**config.mk**
```make
export PLATFORM = sky130hd
export DESIGN_NAME = id_ex_stage
export DESIGN_NICKNAME = d
export VERILOG_FILES = /design/src/rtl/id_ex_stage.sv
export SDC_FILE = /design/constraint.sdc
export NUM_CORES = 1
export LEC_CHECK = 0
export BUFFER_PORTS_ARGS = -buffer_cell sky130_fd_sc_hd__buf_4
export CORE_AREA = 2 2 134 136
export DETAILED_ROUTE_END_ITERATION = 6
export DIE_AREA = 0 0 136 138
export PLACE_DENSITY_LB_ADDON = 0.15
export SETUP_SLACK_MARGIN = 0.2
export SYNTH_ARGS = -nofsm -noshare
export SYNTH_HDL_FRONTEND = slang
export SYNTH_SLANG_ARGS = --single-unit
```
**constraint.sdc**
```tcl
create_clock -name clock -period 3.5 [get_ports clock]
set_clock_uncertainty 0.15 [all_clocks]
set_input_delay 0.175 -clock clock [delete_from_list [all_inputs] [get_ports clock]]
set_output_delay 0.175 -clock clock [all_outputs]
set_load 0.1 [all_outputs]
```
**src/rtl/id_ex_stage.sv**
```systemverilog
// ID/EX pipeline register with EX-side ALU operand selection.
// Holds on stall, inserts a bubble on flush (flush wins), rewrites jal into ADD of PC+4 and 4.
module id_ex_stage #(
  parameter int DW = 32,
  parameter int RW = 5
) (
  input  logic          clock,
  input  logic          resetn,
  input  logic          stall,
  input  logic          flush,
  input  logic          dwreg,
  input  logic          dm2reg,
  input  logic          dwmem,
  input  logic [3:0]    daluc,
  input  logic          daluimm,
  input  logic          dshift,
  input  logic          djal,
  input  logic [DW-1:0] dpc4,
  input  logic [DW-1:0] da,
  input  logic [DW-1:0] db,
  input  logic [DW-1:0] dimm,
  input  logic [RW-1:0] drn,
  output logic          evalid,
  output logic          ewreg,
  output logic          em2reg,
  output logic          ewmem,
  output logic [3:0]    ealuc,
  output logic [RW-1:0] ern,
  output logic [DW-1:0] eb,
  output logic [DW-1:0] alu_ina,
  output logic [DW-1:0] alu_inb
);

  logic [DW-1:0] epc4_r;
  logic [DW-1:0] ea_r;
  logic [DW-1:0] eimm_r;
  logic          eshift_r;
  logic          ealuimm_r;
  logic          ejal_r;

  // Stage register: flush loads a bubble, stall holds, otherwise capture decode outputs
  always_ff @(posedge clock or negedge resetn) begin
    if (!resetn) begin
      evalid    <= 1'b0;
      ewreg     <= 1'b0;
      em2reg    <= 1'b0;
      ewmem     <= 1'b0;
      ealuc     <= 4'b0000;
      ern       <= {RW{1'b0}};
      eb        <= {DW{1'b0}};
      epc4_r    <= {DW{1'b0}};
      ea_r      <= {DW{1'b0}};
      eimm_r    <= {DW{1'b0}};
      eshift_r  <= 1'b0;
      ealuimm_r <= 1'b0;
      ejal_r    <= 1'b0;
    end else if (flush) begin
      evalid    <= 1'b0;
      ewreg     <= 1'b0;
      em2reg    <= 1'b0;
      ewmem     <= 1'b0;
      ealuc     <= 4'b0000;
      ern       <= {RW{1'b0}};
      eb        <= {DW{1'b0}};
      epc4_r    <= {DW{1'b0}};
      ea_r      <= {DW{1'b0}};
      eimm_r    <= {DW{1'b0}};
      eshift_r  <= 1'b0;
      ealuimm_r <= 1'b0;
      ejal_r    <= 1'b0;
    end else if (!stall) begin
      // jal becomes "write PC+8 to r31": force ADD, link register and register write
      evalid    <= 1'b1;
      ewreg     <= djal ? 1'b1 : dwreg;
      em2reg    <= djal ? 1'b0 : dm2reg;
      ewmem     <= djal ? 1'b0 : dwmem;
      ealuc     <= djal ? 4'b0000 : daluc;
      ern       <= djal ? {RW{1'b1}} : drn;
      eb        <= db;
      epc4_r    <= dpc4;
      ea_r      <= da;
      eimm_r    <= dimm;
      eshift_r  <= dshift;
      ealuimm_r <= daluimm;
      ejal_r    <= djal;
    end
  end

  // ALU operand A: PC+4 for jal, shift amount for shifts, else rs
  always_comb begin
    alu_ina = ea_r;
    if (ejal_r) begin
      alu_ina = epc4_r;
    end else if (eshift_r) begin
      alu_ina = {{(DW-5){1'b0}}, eimm_r[10:6]};
    end else begin
      alu_ina = ea_r;
    end
  end

  // ALU operand B: constant 4 for jal, immediate when selected, else rt
  always_comb begin
    alu_inb = eb;
    if (ejal_r) begin
      alu_inb = {{(DW-3){1'b0}}, 3'b100};
    end else if (ealuimm_r) begin
      alu_inb = eimm_r;
    end else begin
      alu_inb = eb;
    end
  end

endmodule

```
; ---- Word level (Yosys, flattened, before mapping)
; Index checks and enable logic that the tools add are counted.
[word_totals]
ff_bits = 144
input_bits = 147
[classes]
n_mux = 35
eq_ne = 1
[ops]
columns = operator, count
row1 = $mux W32, 12
row2 = $mux W1, 17
row3 = $mux W5, 3
row4 = $mux W4, 3
row5 = $ne A2 B1 Y1 const B, 1

; ---- Logic depth before layout (Yosys ltp)
; Gate-level depths: netlist of run 1.
[logic_depth]
depth_word = 3
depth_mapped = 4

; ---- Least setup slack after synthesis of run 1
; No wires, ideal clock.
[synth_path]
path_type = reg-to-output
startpoint = register ejal_r
endpoint = output port alu_ina[30]
required_ns = 3.175
path_stages_with_launch = 4
setup_slack_ns = 0.387
arrival_ns = 2.788
cell_sequence = dfrtp_1 -> buf_2 -> buf_2 -> o21ai_0
[synth_between]
elab_chain_len = 1
[synth_rtl]
columns = item, line
row1 = from (decl), 39  ; logic ejal_r;
row2 = from (signal assigned), 85  ; ejal_r <= djal;
row3 = $mux W32, 92  ; if (ejal_r) begin
row4 = to (decl), 30  ; output logic [DW-1:0] alu_ina,
; No other way between the ends.

; ---- Final worst setup path of run 1
[layout_path]
startpoint = register ejal_r
endpoint = output port alu_ina[3]
; Same word-level chain as after synthesis.

==> impl_metrics.env, run 1 <==
export IMPL_status="finished clean"
export IMPL_vias_per_cell=4.83
export IMPL_layout_drive_gt1_share=0.297
export IMPL_worstSetupPathType="flip-flop to output port"
export IMPL_hold_path_class="input port to flip-flop"
export IMPL_cts_root_buf="clkbuf_16"
export IMPL_syn_inst=602
export IMPL_grtUsageTotal=0.210
export IMPL_path_cells="buf_4 -> nand2_1 -> o21ai_0 -> buf_4"
export IMPL_crit_slowest_cell="dfrtp_2"
export IMPL_finalCritPeriodShare=0.757
export IMPL_hpwl_um=12300
export IMPL_route_detailed_drc=0
export IMPL_relSlewSlack=0.264
export IMPL_fin_tns_setup_ns=0
export IMPL_antenna_cells=0
export IMPL_cts_buffer_depth=2
export IMPL_fmax_mhz=378
export IMPL_dieArea_um2=18800
export IMPL_synthesis_nets=749
export IMPL_synth_seq_cells=144
export IMPL_place_area_um2=8700
export IMPL_routedWlPerCell_um=16.0
export IMPL_period_minus_slack_ns=2.65
export IMPL_crit_path_max_incr_delay_ns=0.63
export IMPL_powerDensity_nw_per_um2=483
export IMPL_wl_um=19600
export IMPL_layout_commonest_cell="buf_4"
export IMPL_p_leak_nw=5.54
export IMPL_ys_seq_area_frac=0.531
export IMPL_num_io_pins=256
export IMPL_required_ns=3.17
export IMPL_synth_async_sr_flop_share=1.00
export IMPL_grt_max_degree=114
export IMPL_antenna_found_initial=0
export IMPL_cp_max_fo=57
export IMPL_clk_latency_ns=0.41
export IMPL_crit_buf_inv=2
export IMPL_worstMarginPinSlew_ns=1.10
export IMPL_final_nets=1129
export IMPL_avgSynthCellArea_um2=11.3
export IMPL_cts_tree="yes"
export IMPL_cp_top_family="buffers and inverters"
export IMPL_synthFlopType="dfrtp_1"
export IMPL_die_height_um=138
export IMPL_grt_ovfl_total=0
export IMPL_drtPass1Iterations=4
export IMPL_vdd_ir_drop_max_v=0.000294
export IMPL_netlist_area_um2=6780
export IMPL_crit_path_end_kind="output port"
export IMPL_gp_congestion=0.819
export IMPL_vias=5907
export IMPL_final_cell_mix="buf_4, mux2i_1, nor2_1"
export IMPL_yosysWarnings=0
export IMPL_io_buffers=255
export IMPL_synthDistinctLibCells=20
export IMPL_coreArea_um2=17500
export IMPL_area_growth_syn_to_layout_pct=59.8
export IMPL_grt_pass1_wl_um=31300
export IMPL_die_x_um=136
export IMPL_clk_pin_slew_worst_paths_ns=0.06
export IMPL_slew_violations=0
export IMPL_ant_nets=0
export IMPL_critPathLaunchType="flip-flop"
export IMPL_cts_max_level=4
export IMPL_final_area_um2=10800
export IMPL_cap_violations=0
export IMPL_start_util=0.387
export IMPL_crit_arrival_ns=2.32
export IMPL_numCtsBuffers=17
export IMPL_synth_edff_count=0
export IMPL_drt_iter0_drc=248
export IMPL_rsz0062_at_grt="false"
export IMPL_hold_violations=0
export IMPL_cp_common_cell="buf_4"
export IMPL_grt_pass1_vias=6282
export IMPL_setup_viol=0
export IMPL_post_cts_buffers=0
export IMPL_rows=49
export IMPL_clock_sinks=144
## what timing repair did
item	4_1_cts	5_1_grt
hold buffers	148	0
endpoints found under the hold margin	213	0
resized for setup	0	0
setup endpoints to repair	0	0
## per-stage QoR
stage	instances	utilization	total power [mW]	setup WS (ns)	hold slack, ns
2_1_floorplan	602	-	2.76	0.387	-0.271
3_3_place_gp	1044	0.496	3.10	1.41	0.103
3_5_place_dp	1044	0.496	3.12	1.33	0.0965
4_1_cts	1224	0.618	5.28	0.878	0.184
5_1_grt	1224	0.618	5.42	0.749	0.205
6_report	1224	0.618	5.23	0.852	0.183
## worst paths after layout
| kind | depth (start not counted) | slack [ns] | to | startpoint |
|---|---|---|---|---|
| min | 2 | 0.18 | eimm_r[13]$_DFFE_PN0P_ | flush |
| min reg2reg | 2 | 0.37 | eimm_r[31]$_DFFE_PN0P_ | eimm_r[31]$_DFFE_PN0P_ |
| min in group asynchronous | 2 | 0.21 | epc4_r[29]$_DFFE_PN0P_ | resetn |
| max in group asynchronous | 3 | 2.14 | ea_r[15]$_DFFE_PN0P_ | resetn |
| max reg2reg | 2 | 1.95 | ealuimm_r$_DFFE_PN0P_ | ealuimm_r$_DFFE_PN0P_ |
| max | 4 | 0.85 | alu_ina[3] | ejal_r$_DFFE_PN0P_ |
## cells by family (layout without fill, tap and decap cells)
family          Yosys count  after routing  share of synthesized area
flops                   144            144                      0.531
simple gates            201            201                      0.122
buf+inv                  50            443                     0.0559
compound gates           40             40                     0.0445
mux                     167            167                      0.246
## report_power, final
| group | switching [mW] | internal [mW] |
|---|---|---|
| clock | 0.703 | 1.31 |
| sequential | 0.0794 | 1.76 |
| combinational | 0.920 | 0.462 |
## layer usage
metal | GRT usage | routed length (µm)
met1 | 0.265 | 8520
met2 | 0.356 | 9620
met3 | 0.0495 | 1170
met4 | 0.0630 | 243
met5 | 0 | 0
## registers in the layout, indices dropped and copies added (netlist names)
register / count
ealuc: 4
ealuimm_r: 1
ea_r: 32
ejal_r: 1
evalid: 1
ewmem: 1
epc4_r: 32
ewreg: 1
eimm_r: 32
em2reg: 1
eb: 32
eshift_r: 1
ern: 5
## worst reg2reg max path, stage by stage, from the launching register on
cell and delay, ns:
dfrtp_2 1.04, mux2i_1 0.17, nor2_1 0.12
## synth_stat cells (6+ instances only)
| library cell | n | area (µm²) |
|---|---|---|
| a21oi_1 | 7 | 35.0 |
| a22o_1 | 26 | 228 |
| buf_2 | 9 | 45.0 |
| buf_4 | 6 | 45.0 |
| buf_6 | 6 | 67.6 |
| buf_8 | 10 | 150 |
| clkbuf_1 | 15 | 56.3 |
| dfrtp_1 | 144 | 3600 |
| mux2i_1 | 167 | 1670 |
| nand2_1 | 12 | 45.0 |
| nor2_1 | 162 | 608 |
| nor2b_1 | 7 | 43.8 |
| nor3_1 | 12 | 60.1 |
| o21ai_0 | 6 | 30.0 |
| or3b_1 | 6 | 52.6 |
## layout make-up
cell class	instances	area, µm²
Fill cell	1436	6690
Sequential cell	144	3610
Timing Repair Buffer	410	3480
Multi-Input combinational cell	408	2800
Clock buffer	20	457
Tap cell	229	287
Clock inverter	12	205
Inverter	1	3.75
Power figures use the tool's default switching activity.
==> inputs of run 2 (changes only) <==
--- a/config.mk
+++ b/config.mk
@@ -5,10 +5,11 @@
 export SDC_FILE = /design/constraint.sdc
 export NUM_CORES = 1
 export LEC_CHECK = 0
+export ABC_AREA = 1
 export BUFFER_PORTS_ARGS = -buffer_cell sky130_fd_sc_hd__buf_4
-export CORE_AREA = 2 2 134 136
+export CORE_AREA = 2 2 129 131
 export DETAILED_ROUTE_END_ITERATION = 6
-export DIE_AREA = 0 0 136 138
+export DIE_AREA = 0 0 131 133
 export PLACE_DENSITY_LB_ADDON = 0.15
 export SETUP_SLACK_MARGIN = 0.2
 export SYNTH_ARGS = -nofsm -noshare
==> constraint.sdc (replaced) <==
create_clock -name clock -period 2.4 [get_ports clock]
set_clock_uncertainty 0.15 [all_clocks]
set_input_delay 0.12 -clock clock [delete_from_list [all_inputs] [get_ports clock]]
set_output_delay 0.12 -clock clock [all_outputs]
set_load 0.1 [all_outputs]
==> impl_metrics.env, run 2 <==
export IMPL_status="finished clean"
export IMPL_dp_slack_ns=0.583
export IMPL_relSlewSlack=0.576
export IMPL_crit_arrival_ns=1.87
export IMPL_ant_nets=0
export IMPL_hold_path_class="input port to flip-flop"
export IMPL_syn_inst=802
export IMPL_synth_async_sr_flop_share=1.00
export IMPL_period_minus_slack_ns=2.14
export IMPL_synth_top_cell_area_share=0.569
export IMPL_hold_violations=0
export IMPL_p_leak_nw=5.76
export IMPL_fmax_mhz=468
export IMPL_synthTopCellsByCount="nand2_1, dfrtp_1, o21ai_0"
export IMPL_numCtsBuffers=17
export IMPL_ys_seq_area_frac=0.569
export IMPL_vdd_ir_drop_max_v=0.000498
export IMPL_final_nets=1369
export IMPL_drt_iter0_drc=371
export IMPL_dieArea_um2=17400
export IMPL_io_buffers=255
export IMPL_whs_path_depth=5
export IMPL_synthesis_nets=949
export IMPL_synthDistinctLibCells=16
export IMPL_synthTopCellsByArea="dfrtp_1, nand2_1, o21ai_0, nor2_1, inv_1"
export IMPL_final_cell_mix="nand2_1, buf_4, dlygate4sd3_1"
export IMPL_grt_pass1_wl_um=34400
export IMPL_area_growth_syn_to_layout_pct=75.9
export IMPL_hold_slack_ns=0.0872
export IMPL_clk_latency_ns=0.42
export IMPL_hpwl_um=13000
export IMPL_cts_tree="yes"
export IMPL_synth_seq_cells=144
export IMPL_rsz0062_at_grt="true"
export IMPL_worstMarginPinSlew_ns=0.635
export IMPL_antenna_found_initial=2
export IMPL_worstSetupPathType="flip-flop to output port"
export IMPL_cts_buffer_depth=2
export IMPL_layout_drive_gt1_share=0.296
export IMPL_yosysMostFrequentCell="nand2_1"
export IMPL_start_util=0.392
export IMPL_routedWlPerCell_um=14.9
export IMPL_cap_violations=0
export IMPL_avgSynthCellArea_um2=7.90
export IMPL_yosysWarnings=0
export IMPL_slew_violations=0
export IMPL_grt_pass1_vias=6862
export IMPL_grt_max_degree=67
export IMPL_finalCritPeriodShare=0.891
export IMPL_vias=6812
export IMPL_required_ns=2.13
export IMPL_clock_sinks=144
export IMPL_powerDensity_nw_per_um2=674
export IMPL_route_detailed_drc=0
export IMPL_synth_top_area_cell="dfrtp_1"
export IMPL_cts_max_level=4
export IMPL_layout_commonest_cell="nand2_1"
export IMPL_num_io_pins=256
export IMPL_netlist_area_um2=6330
export IMPL_r2r_worst_path_cells=3
export IMPL_critPathLaunchType="flip-flop"
export IMPL_die_x_um=131
export IMPL_setup_slack_ns=0.262
export IMPL_coreArea_um2=16200
export IMPL_grt_ovfl_total=0
export IMPL_synthFlopType="dfrtp_1"
export IMPL_cts_root_buf="clkbuf_16"
export IMPL_clk_pin_slew_worst_paths_ns=0.06
export IMPL_vias_per_cell=4.68
export IMPL_gp_congestion=0.807
export IMPL_synth_edff_count=0
export IMPL_wl_um=21800
export IMPL_crit_path_end_kind="output port"
export IMPL_setup_viol=0
export IMPL_die_height_um=133
export IMPL_grtUsageTotal=0.252
export IMPL_power_total_mw=7.51
export IMPL_cp_max_fo=27
export IMPL_rows=47
export IMPL_drtPass1Iterations=4
run 2: changes by cell type after synthesis, sizes merged, moves of 12 or more:
cell   change
o21ai    +100
nor3      -12
inv       +44
nand2    +371
nor2      -97
mux2i    -167
a22o      -26
run 2: report_power, final:
| part | leakage, nW | internal (mW) | total, mW | switching [mW] |
|---|---|---|---|---|
| Clock | 0.277 | 1.56 | 2.60 | 1.04 |
| Sequential | 1.91 | 2.56 | 2.64 | 0.0794 |
| Combinational | 3.56 | 0.675 | 2.26 | 1.58 |
run 2: through the flow:
step	area, µm²	instances	utilization	setup TNS [ns]
final	11100	1457	0.689	0
after global routing	11100	1457	0.689	0
after CTS	11100	1452	0.686	0
after detailed placement	8810	1249	0.545	0
after global placement	8810	1249	0.545	0
after floorplan	6660	802	-	-1.82
run 2: path summary, 6_finish.rpt:
check                                         endpoint            startpoint  slack, ns
worst min register to register    ea_r[21]$_DFFE_PN0P_  ea_r[21]$_DFFE_PN0P_       0.32
worst max-delay path                       alu_ina[18]    ejal_r$_DFFE_PN0P_       0.26
worst max register to register      evalid$_DFFE_PN0P_    evalid$_DFFE_PN0P_       1.02
max in group asynchronous       epc4_r[19]$_DFFE_PN0P_                resetn       1.15
min in group asynchronous       epc4_r[10]$_DFFE_PN0P_                resetn       0.11
worst min-delay path              ea_r[19]$_DFFE_PN0P_                 stall       0.09
run 2: critical path, stage by stage, from the launching register on:
cell     delay [ns]
dfrtp_1        0.42
buf_4          0.19
nor2_4         0.08
buf_6          0.24
nand2_1        0.11
o21ai_2        0.08
buf_4          0.31
run 2: final cells by class:
| class | instances | area, µm² |
|---|---|---|
| fillers | 1272 | 5030 |
| repair buffers | 447 | 3880 |
| flip-flops and latches | 144 | 3600 |
| multi-input cells | 567 | 2620 |
| clock buffers | 20 | 447 |
| well taps | 220 | 275 |
| inverters | 45 | 175 |
| clock inverters | 12 | 133 |
| diodes | 2 | 5.00 |
run 2: kinds of logic after synthesis:
kind of cell           Yosys count  synth area share
AOI/OAI and AO/OA              107            0.0846
buffers and inverters           91            0.0688
DFF                            144             0.569
and+or+nand+nor                460             0.278
run 2: per-layer routing:
layer	vias to the layer above	share of wire	routed length [µm]	global-route usage
li1	3307	-	-	-
met1	3261	0.42	9230	0.326
met2	212	0.50	10900	0.415
met3	32	0.053	1160	0.0570
met4	0	0.020	437	0.0887
met5	-	0	0	0
run 2: timing repair:
action / 4_1_cts / 5_1_grt
setup buffers: 0 / 3
pin swaps: 0 / 1
setup endpoints to repair: 10 / 40
hold buffers: 171 / 0
hold endpoints to repair: 207 / 0
resized for setup: 1 / 3
==> inputs of run 3 (changes only) <==
--- a/config.mk
+++ b/config.mk
@@ -10,7 +10,7 @@
 export CORE_AREA = 2 2 129 131
 export DETAILED_ROUTE_END_ITERATION = 6
 export DIE_AREA = 0 0 131 133
-export PLACE_DENSITY_LB_ADDON = 0.15
+export PLACE_DENSITY = 0.7
 export SETUP_SLACK_MARGIN = 0.2
 export SYNTH_ARGS = -nofsm -noshare
 export SYNTH_HDL_FRONTEND = slang
==> impl_metrics.env, run 3 (synthesis results as in run 2) <==
export IMPL_relSlewSlack=0.577
export IMPL_grt_pass1_vias=7134
export IMPL_worstMarginPinSlew_ns=0.635
export IMPL_hold_violations=0
export IMPL_dieArea_um2=17400
export IMPL_cts_buffer_depth=2
export IMPL_fmax_mhz=473
export IMPL_cp_top_family="buffers and inverters"
export IMPL_rows=47
export IMPL_start_util=0.392
export IMPL_crit_slowest_cell="dlygate4sd3_1"
export IMPL_worstSetupPathType="input port to flip-flop"
export IMPL_required_ns=2.60
export IMPL_drt_iter0_drc=445
export IMPL_finalCritPeriodShare=0.880
export IMPL_crit_path_end_kind="flip-flop"
export IMPL_die_x_um=131
export IMPL_r2r_end="evalid$_DFFE_PN0P_"
export IMPL_grt_max_degree=120
export IMPL_route_detailed_drc=0
export IMPL_layout_commonest_cell="nand2_1"
export IMPL_power_frac_clock=0.371
export IMPL_cts_tree="yes"
export IMPL_status="finished clean"
export IMPL_regToRegStartpoint="evalid$_DFFE_PN0P_"
export IMPL_critPathLaunchType="input port"
export IMPL_p_leak_nw=5.72
export IMPL_io_buffers=255
export IMPL_r2r_worst_path_cells=3
export IMPL_min_to="ea_r[20]$_DFFE_PN0P_"
export IMPL_area_growth_syn_to_layout_pct=74.3
export IMPL_clk_pin_slew_worst_paths_ns=0.06
export IMPL_intPower_mw=5.07
export IMPL_comb_power_share=0.288
export IMPL_grt_ovfl_total=0
export IMPL_final_nets=1349
export IMPL_clock_sinks=144
export IMPL_hold_start="stall"
export IMPL_r2r_slack_ns=1.03
export IMPL_gp_congestion=0.839
export IMPL_cts_root_buf="clkbuf_16"
export IMPL_rsz0062_at_grt="true"
export IMPL_vdd_ir_drop_max_v=0.000475
export IMPL_power_share_sequential=0.341
export IMPL_slew_violations=0
export IMPL_grt_pass1_wl_um=35100
export IMPL_path_cells="dlygate4sd3_1 -> buf_4 -> nor2_4 -> buf_12 -> o21ai_0 -> dlygate4sd3_1 -> nand2_1"
export IMPL_p_sw_mw=2.71
export IMPL_cp_max_fo=119
export IMPL_routedWlPerCell_um=15.3
export IMPL_crit_path_max_incr_delay_ns=0.61
export IMPL_hpwl_um=13200
export IMPL_final_cell_mix="nand2_1, buf_4, dlygate4sd3_1"
export IMPL_ant_nets=0
export IMPL_num_io_pins=256
export IMPL_hold_path_class="input port to flip-flop"
export IMPL_cp_common_cell="dlygate4sd3_1"
export IMPL_cts_max_level=4
export IMPL_fillCellCount=1204
export IMPL_crit_buf_inv=4
export IMPL_coreArea_um2=16200
export IMPL_wl_um=22000
export IMPL_vias_per_cell=4.69
export IMPL_setup_viol=0
export IMPL_period_minus_slack_ns=2.11
export IMPL_grtUsageTotal=0.257
export IMPL_cap_violations=0
export IMPL_crit_arrival_ns=2.32
export IMPL_antenna_found_initial=3
export IMPL_powerDensity_nw_per_um2=705
export IMPL_swShare=0.348
export IMPL_vias=6738
export IMPL_clk_latency_ns=0.41
export IMPL_hold_slack_ns=0.105
export IMPL_utilization=0.683
export IMPL_multi_input_area_um2=2620
export IMPL_drtPass1Iterations=4
export IMPL_regArea_um2=3600
export IMPL_die_height_um=133
export IMPL_layout_drive_gt1_share=0.297
export IMPL_whs_path_depth=5
export IMPL_numCtsBuffers=17
[run 3: cell types whose count changed in the layout (fill, tap and decap cells not counted), moves of 2 or more]
cell,previous run,this run
buf_4,266,251
dlygate4sd3_1,171,158
buf_6,3,11
bufinv_16,2,5
inv_6,4,1
buf_12,7,5
[run 3: layout make-up]
type | instances | share of cell area
repair buffers | 427 | 0.337
flip-flops and latches | 144 | 0.327
multi-input cells | 567 | 0.237
clock buffers | 18 | 0.0389
well taps | 220 | 0.0249
clock inverters | 14 | 0.0194
inverters | 45 | 0.0156
diodes | 3 | 0.000680
[run 3: per-layer routing]
metal  track usage  wire length [µm]
met1         0.307              8660
met2         0.443             11400
met3        0.0485              1170
met4         0.119               763
met5             0                 0
[run 3: power by group through the flow]
stage	logic, mW	registers (mW)	clock network (mW)
floorplan	1.13	2.98	0
global route	2.35	2.66	3.07
CTS	2.22	2.65	2.93
finish	2.24	2.65	2.89
global placement	1.99	2.69	0
detailed placement	2.00	2.69	0
[run 3: repair_timing]
| item | 4_1_cts | 5_1_grt |
|---|---|---|
| setup endpoints to repair | 11 | 58 |
| pin swaps | 0 | 0 |
| setup buffers | 0 | 0 |
| hold buffers | 158 | 0 |
| gates resized for setup | 3 | 14 |
| hold endpoints to repair | 206 | 0 |
[run 3: worst max path at each step]
stage | end | slack, ns | start | depth (start not counted)
4_1_cts | alu_inb[10] | 0.20 | ejal_r$_DFFE_PN0P_ | 5
3_5_place_dp | alu_ina[31] | 0.63 | ejal_r$_DFFE_PN0P_ | 6
2_1_floorplan | alu_ina[31] | -0.51 | ejal_r$_DFFE_PN0P_ | 3
6_report | ern[1]$_DFFE_PN0P_ | 0.29 | flush | 7
5_1_grt | alu_ina[31] | 0.18 | ejal_r$_DFFE_PN0P_ | 6
3_3_place_gp | alu_ina[31] | 0.64 | ejal_r$_DFFE_PN0P_ | 6
[run 3: through the flow]
step	cells	total power [mW]	setup slack, ns	instance area (µm²)	setup TNS, ns
6_report	1438	7.78	0.288	11000	0
3_3_place_gp	1245	4.68	0.639	8750	0
2_1_floorplan	802	4.11	-0.514	6660	-1.82
4_1_cts	1435	7.80	0.200	11000	0
5_1_grt	1438	8.08	0.178	11000	0
3_5_place_dp	1245	4.69	0.628	8750	0
[run 3: worst reg2reg max path, stage by stage, from the launching register on]
cell and delay [ns]:
dfrtp_1 0.38, nor2_1 0.12, nor2_1 0.05, dlygate4sd3_1 0.55
